**src/rtl/memory_arbiter_pkg.sv**
```systemverilog
// Shared types and constants for the unified-bus memory arbiter.
package memory_arbiter_pkg;

  typedef enum logic [1:0] {
    IDLE     = 2'd0,
    MEM_BUSY = 2'd1,
    IF_BUSY  = 2'd2,
    DONE     = 2'd3
  } arbState_t;

  // Default number of BUSY cycles allowed before a transaction is aborted.
  localparam int DEFAULT_TIMEOUT = 255;

  // Width of the watchdog counter; wide enough for any legal TIMEOUT.
  localparam int WDOG_W = 16;

  // True while a transaction is outstanding on the bus.
  function automatic logic isBusy(arbState_t s);
    return (s == MEM_BUSY) || (s == IF_BUSY);
  endfunction

endpackage

```
**src/rtl/memory_arbiter_watchdog_counter.sv**
```systemverilog
// Watchdog for the arbiter: counts BUSY cycles and flags the last permitted one.
module watchdog_counter
  import memory_arbiter_pkg::*;
#(
  parameter int TIMEOUT = DEFAULT_TIMEOUT
) (
  input  logic clk,
  input  logic reset,
  input  logic clear,
  input  logic enable,
  output logic expired
);

  // The count is zero in the first BUSY cycle, so TIMEOUT-1 marks the TIMEOUT-th cycle.
  localparam logic [WDOG_W-1:0] LAST = WDOG_W'(TIMEOUT - 1);

  logic [WDOG_W-1:0] count;

  // Count enabled cycles, saturating at the last one; clear restarts from zero.
  always_ff @(posedge clk) begin
    if (reset || clear) begin
      count <= '0;
    end else if (enable && (count != LAST)) begin
      count <= count + 1'b1;
    end
  end

  assign expired = enable && (count == LAST);

endmodule

```
**src/rtl/memory_arbiter.sv**
```systemverilog
// Arbitrates the single-ported unified memory bus between instruction fetch
// and the memory-stage data port; the data port has priority.
module memory_arbiter
  import memory_arbiter_pkg::*;
#(
  parameter int ADDR_W  = 32,
  parameter int DATA_W  = 32,
  parameter int TIMEOUT = DEFAULT_TIMEOUT
) (
  input  logic              clk,
  input  logic              reset,
  input  logic              ifRequest,
  input  logic [ADDR_W-1:0] ifAddress,
  output logic [DATA_W-1:0] ifInstruction,
  output logic              ifValid,
  input  logic              memRead,
  input  logic              memWrite,
  input  logic [ADDR_W-1:0] memAddress,
  input  logic [DATA_W-1:0] memWriteData,
  output logic [DATA_W-1:0] memReadData,
  output logic              memValid,
  output logic              busRequest,
  output logic              busWrite,
  output logic [ADDR_W-1:0] busAddress,
  output logic [DATA_W-1:0] busWriteData,
  input  logic [DATA_W-1:0] busReadData,
  input  logic              busReady,
  output logic              stallIf,
  output logic              stallPipeline,
  output logic              busError
);

  arbState_t state;
  arbState_t nextState;

  logic memRequest;
  logic busy;
  logic wdExpired;
  logic servedMem;   // 1 when the current/last transaction belongs to the data port

  assign memRequest = memRead | memWrite;
  assign busy       = isBusy(state);

  // Watchdog restarts whenever the bus is not busy, so each BUSY entry sees a zero count.
  watchdog_counter #(
    .TIMEOUT (TIMEOUT)
  ) uWatchdog (
    .clk     (clk),
    .reset   (reset),
    .clear   (~busy),
    .enable  (busy),
    .expired (wdExpired)
  );

  // State register.
  always_ff @(posedge clk) begin
    if (reset) begin
      state <= IDLE;
    end else begin
      state <= nextState;
    end
  end

  // Next-state logic: data port wins in IDLE; DONE always returns to IDLE so a
  // request still held by the advancing instruction is not re-issued.
  always_comb begin
    nextState = state;
    case (state)
      IDLE: begin
        if (memRequest) begin
          nextState = MEM_BUSY;
        end else if (ifRequest) begin
          nextState = IF_BUSY;
        end
      end
      MEM_BUSY, IF_BUSY: begin
        if (busReady || wdExpired) begin
          nextState = DONE;
        end
      end
      DONE: begin
        nextState = IDLE;
      end
      default: begin
        nextState = IDLE;
      end
    endcase
  end

  // Bus registers: latched when a request is accepted in IDLE, held through BUSY.
  // A simultaneous read and write is issued as a write.
  always_ff @(posedge clk) begin
    if (reset) begin
      busAddress   <= '0;
      busWriteData <= '0;
      busWrite     <= 1'b0;
      servedMem    <= 1'b0;
    end else if (state == IDLE) begin
      if (memRequest) begin
        busAddress   <= memAddress;
        busWriteData <= memWriteData;
        busWrite     <= memWrite;
        servedMem    <= 1'b1;
      end else if (ifRequest) begin
        busAddress <= ifAddress;
        busWrite   <= 1'b0;
        servedMem  <= 1'b0;
      end
    end
  end

  // Result registers and sticky error: capture on busReady, zero-fill on timeout.
  // Stores complete without touching memReadData.
  always_ff @(posedge clk) begin
    if (reset) begin
      ifInstruction <= '0;
      memReadData   <= '0;
      busError      <= 1'b0;
    end else if (busy) begin
      if (busReady) begin
        if (servedMem) begin
          if (!busWrite) begin
            memReadData <= busReadData;
          end
        end else begin
          ifInstruction <= busReadData;
        end
      end else if (wdExpired) begin
        busError <= 1'b1;
        if (servedMem) begin
          memReadData <= '0;
        end else begin
          ifInstruction <= '0;
        end
      end
    end
  end

  assign busRequest    = busy;
  assign memValid      = (state == DONE) &&  servedMem;
  assign ifValid       = (state == DONE) && !servedMem;
  assign stallPipeline = memRequest & ~memValid;
  assign stallIf       = stallPipeline | (ifRequest & ~ifValid);

endmodule

```
**config.mk**
```make
export PLATFORM = sky130hd
export DESIGN_NAME = memory_arbiter
export DESIGN_NICKNAME = d
export VERILOG_FILES = /design/src/rtl/memory_arbiter_pkg.sv /design/src/rtl/memory_arbiter_watchdog_counter.sv /design/src/rtl/memory_arbiter.sv
export SDC_FILE = /design/constraint.sdc
export NUM_CORES = 1
export LEC_CHECK = 0
export ABC_AREA = 1
export CELL_PAD_IN_SITES_DETAIL_PLACEMENT = 1
export CELL_PAD_IN_SITES_GLOBAL_PLACEMENT = 1
export CORE_MARGIN = 3
export CORE_UTILIZATION = 31
export DETAILED_ROUTE_END_ITERATION = 6
export GPL_TIMING_DRIVEN = 1
export PLACE_DENSITY_LB_ADDON = 0.25
export SKIP_LAST_GASP = 1
export SYNTH_ARGS = -nofsm -noshare
export SYNTH_HDL_FRONTEND = slang
export SYNTH_SLANG_ARGS = --single-unit
```
**constraint.sdc**
```tcl
create_clock -name clk -period 4.35 [get_ports clk]
set_input_delay 1.0875 -clock clk [delete_from_list [all_inputs] [get_ports clk]]
set_output_delay 1.0875 -clock clk [all_outputs]
set_load 0.01 [all_outputs]
```
Word-level counts from Yosys, hierarchy flattened
Index checks and enable logic that the tools add are counted.
Operators by class
  mux-type cells: 18
  add/subtract/negate cells: 1
  bitwise logic cells: 9
  eq/ne operators: 8
  reductions and logical operators: 18
Operator list (number)
  32-bit 2-to-1 mux: 11
  16-bit by 1-bit adder with 16-bit output, second input constant: 1
  16-bit by 8-bit == test with 1-bit output, second input constant: 1
  16-bit by 8-bit != test with 1-bit output, second input constant: 1
  2-bit 2-to-1 mux: 3
  2-bit one-hot mux with 3 select lines: 1
  2-bit AND reduction: 3
  3-bit AND reduction: 2
  1-bit NOT: 5
  2-bit == test, second input constant: 2
  1-bit logical AND: 4
  2-bit != test, second input constant: 2
  4-bit AND reduction: 1
  2-bit nonzero test: 2
  1-bit logical OR: 3
  1-bit 2-to-1 mux: 3
  3-bit != test, second input constant: 1
  1-bit AND: 2
  2-bit by 1-bit == test with 1-bit output, second input constant: 1
  2-bit zero test: 1
  1-bit bitwise OR: 2
  2-bit OR reduction: 1
  1-bit zero test: 1
Storage, ports and cells
  output and inout port bits: 135
  bits of input ports: 134
  register bits: 149

Logic depth before layout (Yosys ltp)
  depth in word-level cells: 6
  mapped depth: 11
  gate-level depth less buffers: 10

By module
Synthesis repeated with hierarchy kept, for this count alone.
Second synthesis, totals
  cell total of the unflattened synthesis: 1027
  area total of the unflattened synthesis: 6850.3 sq um
By module, submodules not included
  memory_arbiter: instances 1, area each 5780.5 sq um, cells each 856, seq. area each 2662.6 sq um
  watchdog_counter: instances 1, area each 1069.8 sq um, cells each 171, seq. area each 320.3 sq um

Least setup slack after synthesis
No wires, ideal clock.
  kind: input port to output port
  start point: in memWrite
  end point: out stallIf
  buffers on the path: 2
  cell stages on the path: 4
  data arrival time: 1848 ps
  slack: 1415 ps
  path through: nor2_1 > buf_2 > buf_1 > o22ai_1
On the way
  cells in the longest elaborated chain, start to end: 3
Ends and longest elaborated chain
  start, declared: RTL line memory_arbiter.sv:17  | input logic memWrite,
  1-bit bitwise OR: RTL line memory_arbiter.sv:41  | assign memRequest = memRead | memWrite;
  1-bit AND: RTL line memory_arbiter.sv:142  | assign stallPipeline = memRequest & ~memValid;
  1-bit bitwise OR: RTL line memory_arbiter.sv:143  | assign stallIf = stallPipeline | (ifRequest & ~ifValid);
  end, declared: RTL line memory_arbiter.sv:28  | output logic stallIf,
Every way passes these cells.

Worst setup path after layout
  start point: in ifRequest
  end point: out stallIf
On the way
  cells in the longest elaborated chain, start to end: 2
Ends and longest elaborated chain
  start, declared: RTL line memory_arbiter.sv:12  | input logic ifRequest,
  1-bit AND: RTL line memory_arbiter.sv:143
  1-bit bitwise OR: RTL line memory_arbiter.sv:143
Every way passes these cells.

==> impl_metrics.tcl <==
set metrics [dict create \
    status "completed" \
    switching_share 0.374 \
    drv_slew 0 \
    layout-drive-gt1-share 0.0437 \
    dp.final_hpwl_mm 16.4 \
    ys_seq_area_frac 0.459 \
    seqPwrFrac 0.344 \
    post_cts_resized 0 \
    synth_fa_ha_area_frac 0.00963 \
    initialDrtViolationCount 309 \
    ys_types 23 \
    cts_sinks 149 \
    startpoint "ifRequest" \
    cp.arrival_ns 2.41 \
    synthArstFlopShare 0 \
    wirelength_mm 22.9 \
    rsz0062_at_grt "no" \
    worst-path-max-fanout 3 \
    tightest_slew_ns 1.03 \
    drcViolationCount 0 \
    fin_crit_sh 0.804 \
    wire_per_inst_um 15.4 \
    cts_root_buffer "clkbuf_16" \
    diodes 0 \
    clock_skew_ns 0.0132 \
    numPortBuffers 268 \
    mostFrequentLayoutCells "268 x clkdlybuf4s50_1, 255 x nand2_1, 197 x nor2_1, 149 x dfxtp_1, 78 x inv_1" \
    dr.pass1.iters 4 \
    ff2ff_setup_slack_ns 2.00 \
    met2_length_mm 10.8 \
    layout_commonest_cell "clkdlybuf4s50_1" \
    hold_viol_final 0 \
    cts_buffer_depth 2 \
    fp.dieH_um 151 \
    hold_class "reg -> reg" \
    synth_seq_cells 149 \
    synth_top_family_by_area "simple AND/OR/NAND/NOR gates" \
    p_clk_frac 0.264 \
    fillers 2541 \
    synthMuxAreaShare 0 \
    cts_setup_buffers 0 \
    syn-cell-area_um2 6490 \
    worstSetupEndpoint "stallIf" \
    synth_compound_area_frac 0.128 \
    grt_pass1_wl_mm 35.4 \
    ir_worst_vdd_mv 0.314 \
    grt_pass1_vias 6881 \
    ant_nets 0 \
    die_w_um 151 \
    postSynthAreaPerCell_um2 6.75 \
    setup_viol 0 \
    grt_overflow 0 \
    reg2reg_depth 8 \
    cts_hold_buf 0 \
    grt_antenna_before_repair 1 \
    clk_latency_ns 0.43 \
    syn_nets 1101 \
    yosysWarnings 0 \
    io_pins 269 \
    numCtsBuffers 17 \
    place_area_um2 9340 \
    placementRows 52 \
    clk_pin_slew_ns 0.07 \
    cts_tree "yes" \
    start_kind "input port" \
    routabilityCongestion 0.786 \
    dieArea_um2 22700 \
    initial_core_util 0.318 \
    synthFlopType "dfxtp_1" \
    syn2layout_area_growth_pct 52.7 \
    p_leak_nw 4.27 \
    powerDensity_nw_per_um2 557 \
    dr_wl_met3_mm 2.22 \
    cap_violations 0 \
    coreArea_um2 20400 \
    vias_per_cell 4.62 \
    fin_setup_tns_ns 0 \
    crit_type "in -> out" \
    synth-xor-area-share 0.0108 \
    nets 1338 \
    synth-edff-count 0 \
    timing.rr.end "ifInstruction[3]" \
    grt_use_total 0.198 \
    cp.required_ns 3.26 \
    dr_total_vias 6843 \
    synthCells 962 \
    fin_crit_ns 3.50 \
    p_sw_mw 2.06 \
    combPwrFrac 0.392 \
    cellInternalPower_mw 3.46 \
    synthSimpleGateAreaFrac 0.303 \
    fin_area_um2 9920 \
    grt_max_degree 93 \
    worstReg2RegStart "state[1]" \
    cts-htree-levels 4 \
    top_layer "met5" \
    endpoint_kind "output port" \
    wl_met1_mm 9.71 \
    slew_headroom 0.310 \
    max_freq_ghz 0.286 \
]
## kinds of logic (layout without fill, tap and decap cells)
kind of cell,after synthesis,in the layout
xor gates and xnor gates,8,8
and+or+nand+nor,501,501
adders and majority gates,5,5
AOI/OAI and AO/OA,158,158
buffers and inverters,141,391
DFF,149,149
## routing by layer
metal	vias up	track usage
met1	3151	0.234
met3	13	0.0960
met2	192	0.328
li1	3485	-
met4	2	0.0394
met5	-	0
## worst min-delay path by stage
stage               slack, ns  cells past startpoint                 end          startpoint
finish                   0.49                      2   ifInstruction[16]   ifInstruction[16]
global placement         0.46                      2     memReadData[13]     memReadData[13]
floorplan                0.45                      1  uWatchdog.count[0]  uWatchdog.count[0]
global route             0.51                      2      memReadData[0]      memReadData[0]
detailed placement       0.47                      2    ifInstruction[1]    ifInstruction[1]
CTS                      0.49                      2      memReadData[0]      memReadData[0]
## area by class of cell
class                           instances  area (um2)  share of cell area
Clock buffer                           17         425              0.0429
Clock inverter                         15         156              0.0158
Timing Repair Buffer                  278        2760               0.278
Inverter                               81         305              0.0308
Tap cell                              270         338              0.0341
Multi-Input combinational cell        672        2950               0.298
Sequential cell                       149        2980               0.301
## Yosys cell counts (8+ instances only)
cell | n | area (um2)
clkbuf_1 | 35 | 131
nand3_1 | 41 | 205
dfxtp_1 | 149 | 2980
o21ai_0 | 74 | 370
nand2_1 | 255 | 957
a21oi_1 | 50 | 250
buf_1 | 8 | 30.0
nor2_1 | 198 | 743
buf_2 | 13 | 65.1
a31oi_1 | 32 | 200
inv_1 | 79 | 297
## registers in the layout, indices dropped and copies added (netlist names)
register	count
busAddress	32
busWriteData	32
ifInstruction	32
memReadData	32
uWatchdog.count	16
state	2
busError	1
busWrite	1
servedMem	1
## power groups by stage
stage | sequential (mW) | combinational [mW] | clock (mW)
finish | 1.90 | 2.17 | 1.46
CTS | 1.90 | 2.20 | 1.49
floorplan | 2.06 | 0.949 | 0
global placement | 1.91 | 2.16 | 0
global route | 1.94 | 2.41 | 1.55
detailed placement | 1.92 | 2.18 | 0
## critical path, stage by stage
cell	delay [ns]
clkdlybuf4s50_1	0.45
inv_1	0.08
o22ai_1	0.18
clkdlybuf4s50_1	0.61
## per-stage QoR
step	utilization	setup slack [ns]	power [mW]	instances	hold WS (ns)
5_1_grt	0.486	0.758	5.91	1482	0.512
6_report	0.486	0.852	5.52	1482	0.488
3_3_place_gp	0.457	0.853	4.07	1450	0.461
4_1_cts	0.486	0.830	5.60	1482	0.491
2_1_floorplan	-	1.41	3.01	962	0.447
3_5_place_dp	0.457	0.819	4.11	1450	0.474
(Power assumes the default switching activity.)
==> RTL change: new RTL, same flow settings <==
`DATA_W`: 32 -> 64.
--- a/src/rtl/memory_arbiter.sv
+++ b/src/rtl/memory_arbiter.sv
@@ -4,7 +4,7 @@
   import memory_arbiter_pkg::*;
 #(
   parameter int ADDR_W  = 32,
-  parameter int DATA_W  = 32,
+  parameter int DATA_W  = 64,
   parameter int TIMEOUT = DEFAULT_TIMEOUT
 ) (
   input  logic              clk,
Interface: changed (5 resized); port bits go from 269 to 429. The function was not compared with the original's and may differ.
==> RTL change against the unedited design <==
  * Utilization rose by 0.32 points
  * Via count is 63% higher
  * Sequential cell count is 96 higher
  * Global-route usage is 2.3 points higher
  * Hold slack lost 0.020 ns
  * Power up 71%
  * Count of clock-buffer cells in the layout increased by 25
  * First-iteration DRC count increased by 16%
  * Worst setup slack lost 0.017 ns
  * Fmax fell by 0.49%
  * Wire length is 79% higher
  * Synthesized area increased by 59%
  * Cell area up 61%
  * Non-clock buffer count up 162
  * Largest cell class unchanged
==> RTL change: results (changes against the unedited design) <==
Run status:
- Result of the run: finished, final reports clean (unchanged).

Worst setup path:
- The setup slack of the most critical reg-to-reg path came to 1.69 ns (was 2.00 ns).
- The worst-path maximum fanout is 6 (was 3).
- The endpoint of the lowest-slack register-to-register path is ifInstruction[27]$_SDFFE_PP0P_ (was ifInstruction[3]$_SDFFE_PP0P_).

Placement:
- The sum of net half-perimeters after detailed placement was 29,080 um (was 16,360 um).
- The final weighted congestion in routability-driven placement is 0.8470 (was 0.7860).
- The total of buffers placed on input and output ports is 428 (was 268).

Drt:
- The DRC marker count from the first detailed-route iteration is 359 (was 309).
- The met3 layer wire length in the routed design came to 3635 um (was 2221 um).
- The mean number of vias per cell is 4.697 (was 4.617).
- The routed wire length on met2 is 20,640 um (was 10,800 um).
- The wire length the detailed router placed on met1 is 15,470 um (was 9708 um).
- The routed length per placed instance is 17.26 um (was 15.44 um).

Synthesis:
- The net count of the mapped netlist is 1,741 (was 1,101).
- Leading post-synthesis cells by cell area: dfxtp_1, nand2_1, nor2_1, o21ai_0, inv_1 (unchanged).

Timing:
- The worst slew slack as a fraction of its limit is 19.34% (was 31.04%).
- The ratio of final minimum period to clock period is 80.81% (was 80.42%).
- The worst clock skew on the final layout was 0.01008 ns (was 0.01316 ns).

CTS:
- The clock latency on the worst-skew pair came to 0.55 ns (was 0.43 ns).
- The clock transition at the register clock pins on the worst setup and hold paths after CTS is 0.05 ns (was 0.07 ns).
- The largest buffer count on any clock path is 3 (was 2).
- The number of clock buffers inserted by TritonCTS is 30 (was 17).

GRT:
- The pin count of the biggest net entering global routing was 121 (was 93).
- The first-pass GRT wire length is 63,430 um (was 35,420 um).
- The global-route usage over all layers was 22.08% (was 19.78%).
- The initial antenna violation count came to 3 (was 1).
- The via count of the first global-routing pass is 11,620 (was 6,881).

Pwr:
- The leakage power of the design is 0.007019 uW (was 0.004272 uW).
- The internal power component is 6107 uW (was 3456 uW).
- The worst voltage drop across the vdd grid is 0.0003821 V (was 0.0003143 V).

Hold path:
- The worst-case hold path end point was busError$_SDFFE_PP0P_ (was ifInstruction[16]$_SDFFE_PP0P_).
- The startpoint of the lowest-slack hold path is busError$_SDFFE_PP0P_ (was ifInstruction[16]$_SDFFE_PP0P_).

Cells and area:
- The number of nets in the layout came to 2,110 (was 1,338).
RTL change: cell count changes after synthesis, sizes merged:
| cell | delta |
|---|---|
| o21ai | +32 |
| nand3 | +31 |
| clkinv | +1 |
| nand2 | +129 |
| a21oi | +31 |
| dfxtp | +96 |
| buf | +18 |
| clkbuf | +25 |
| inv | +52 |
| nor2 | +161 |
RTL change: layer usage:
layer	vias to the layer above	track usage (%)
li1	5496	-
met1	5273	23.77
met2	318	40.22
met3	58	8.186
met4	2	6.703
met5	-	0
RTL change: cell type report:
type	count	area [um2]
Tap cell	442	553.0
Clock inverter	12	196.4
Fill cell	4110	16720
Timing Repair Buffer	440	4432
Multi-Input combinational cell	1056	4518
Antenna cell	2	5.005
Sequential cell	245	4905
Inverter	134	508.0
Clock buffer	42	867.1
RTL change: stage by stage:
step                cells  util [%]  power, uW  cell area [um2]  setup WS (ns)
finish               2373     48.88       9428            15980         0.8346
floorplan            1538         -       4929            10360          1.319
CTS                  2371     48.86       9558            15980         0.7997
detailed placement   2317     45.61       6806            14920         0.8041
global placement     2317     45.61       6697            14920         0.8360
global route         2373     48.88      10060            15980         0.8124
RTL change: kinds of logic after synthesis:
| group | synth area share (%) |
|---|---|
| compound gates | 11.10 |
| xor+xnor | 0.6766 |
| fa+ha+maj | 0.6041 |
| buf+inv | 9.424 |
| flops | 47.36 |
| simple gates | 30.83 |
RTL change: worst max path at each step:
| stage | end | cells after the start | startpoint | slack, ns |
|---|---|---|---|---|
| 2_1_floorplan | stallIf | 4 | memWrite | 1.32 |
| 3_3_place_gp | stallIf | 4 | memRead | 0.84 |
| 3_5_place_dp | stallIf | 4 | memRead | 0.80 |
| 4_1_cts | stallIf | 4 | memRead | 0.80 |
| 5_1_grt | stallIf | 4 | ifRequest | 0.81 |
| 6_report | stallIf | 4 | memRead | 0.83 |
RTL change: power groups by stage:
stage	Combinational, uW	Clock, uW	Sequential (uW)
CTS	3670	2750	3140
floorplan	1540	0	3390
finish	3610	2680	3130
global placement	3560	0	3140
global route	4010	2850	3210
detailed placement	3640	0	3170
RTL change: worst min-delay path: stages (launching register included):
cell and delay, ns:
dfxtp_1 0.32, nor2_1 0.05, nor2_1 0.07
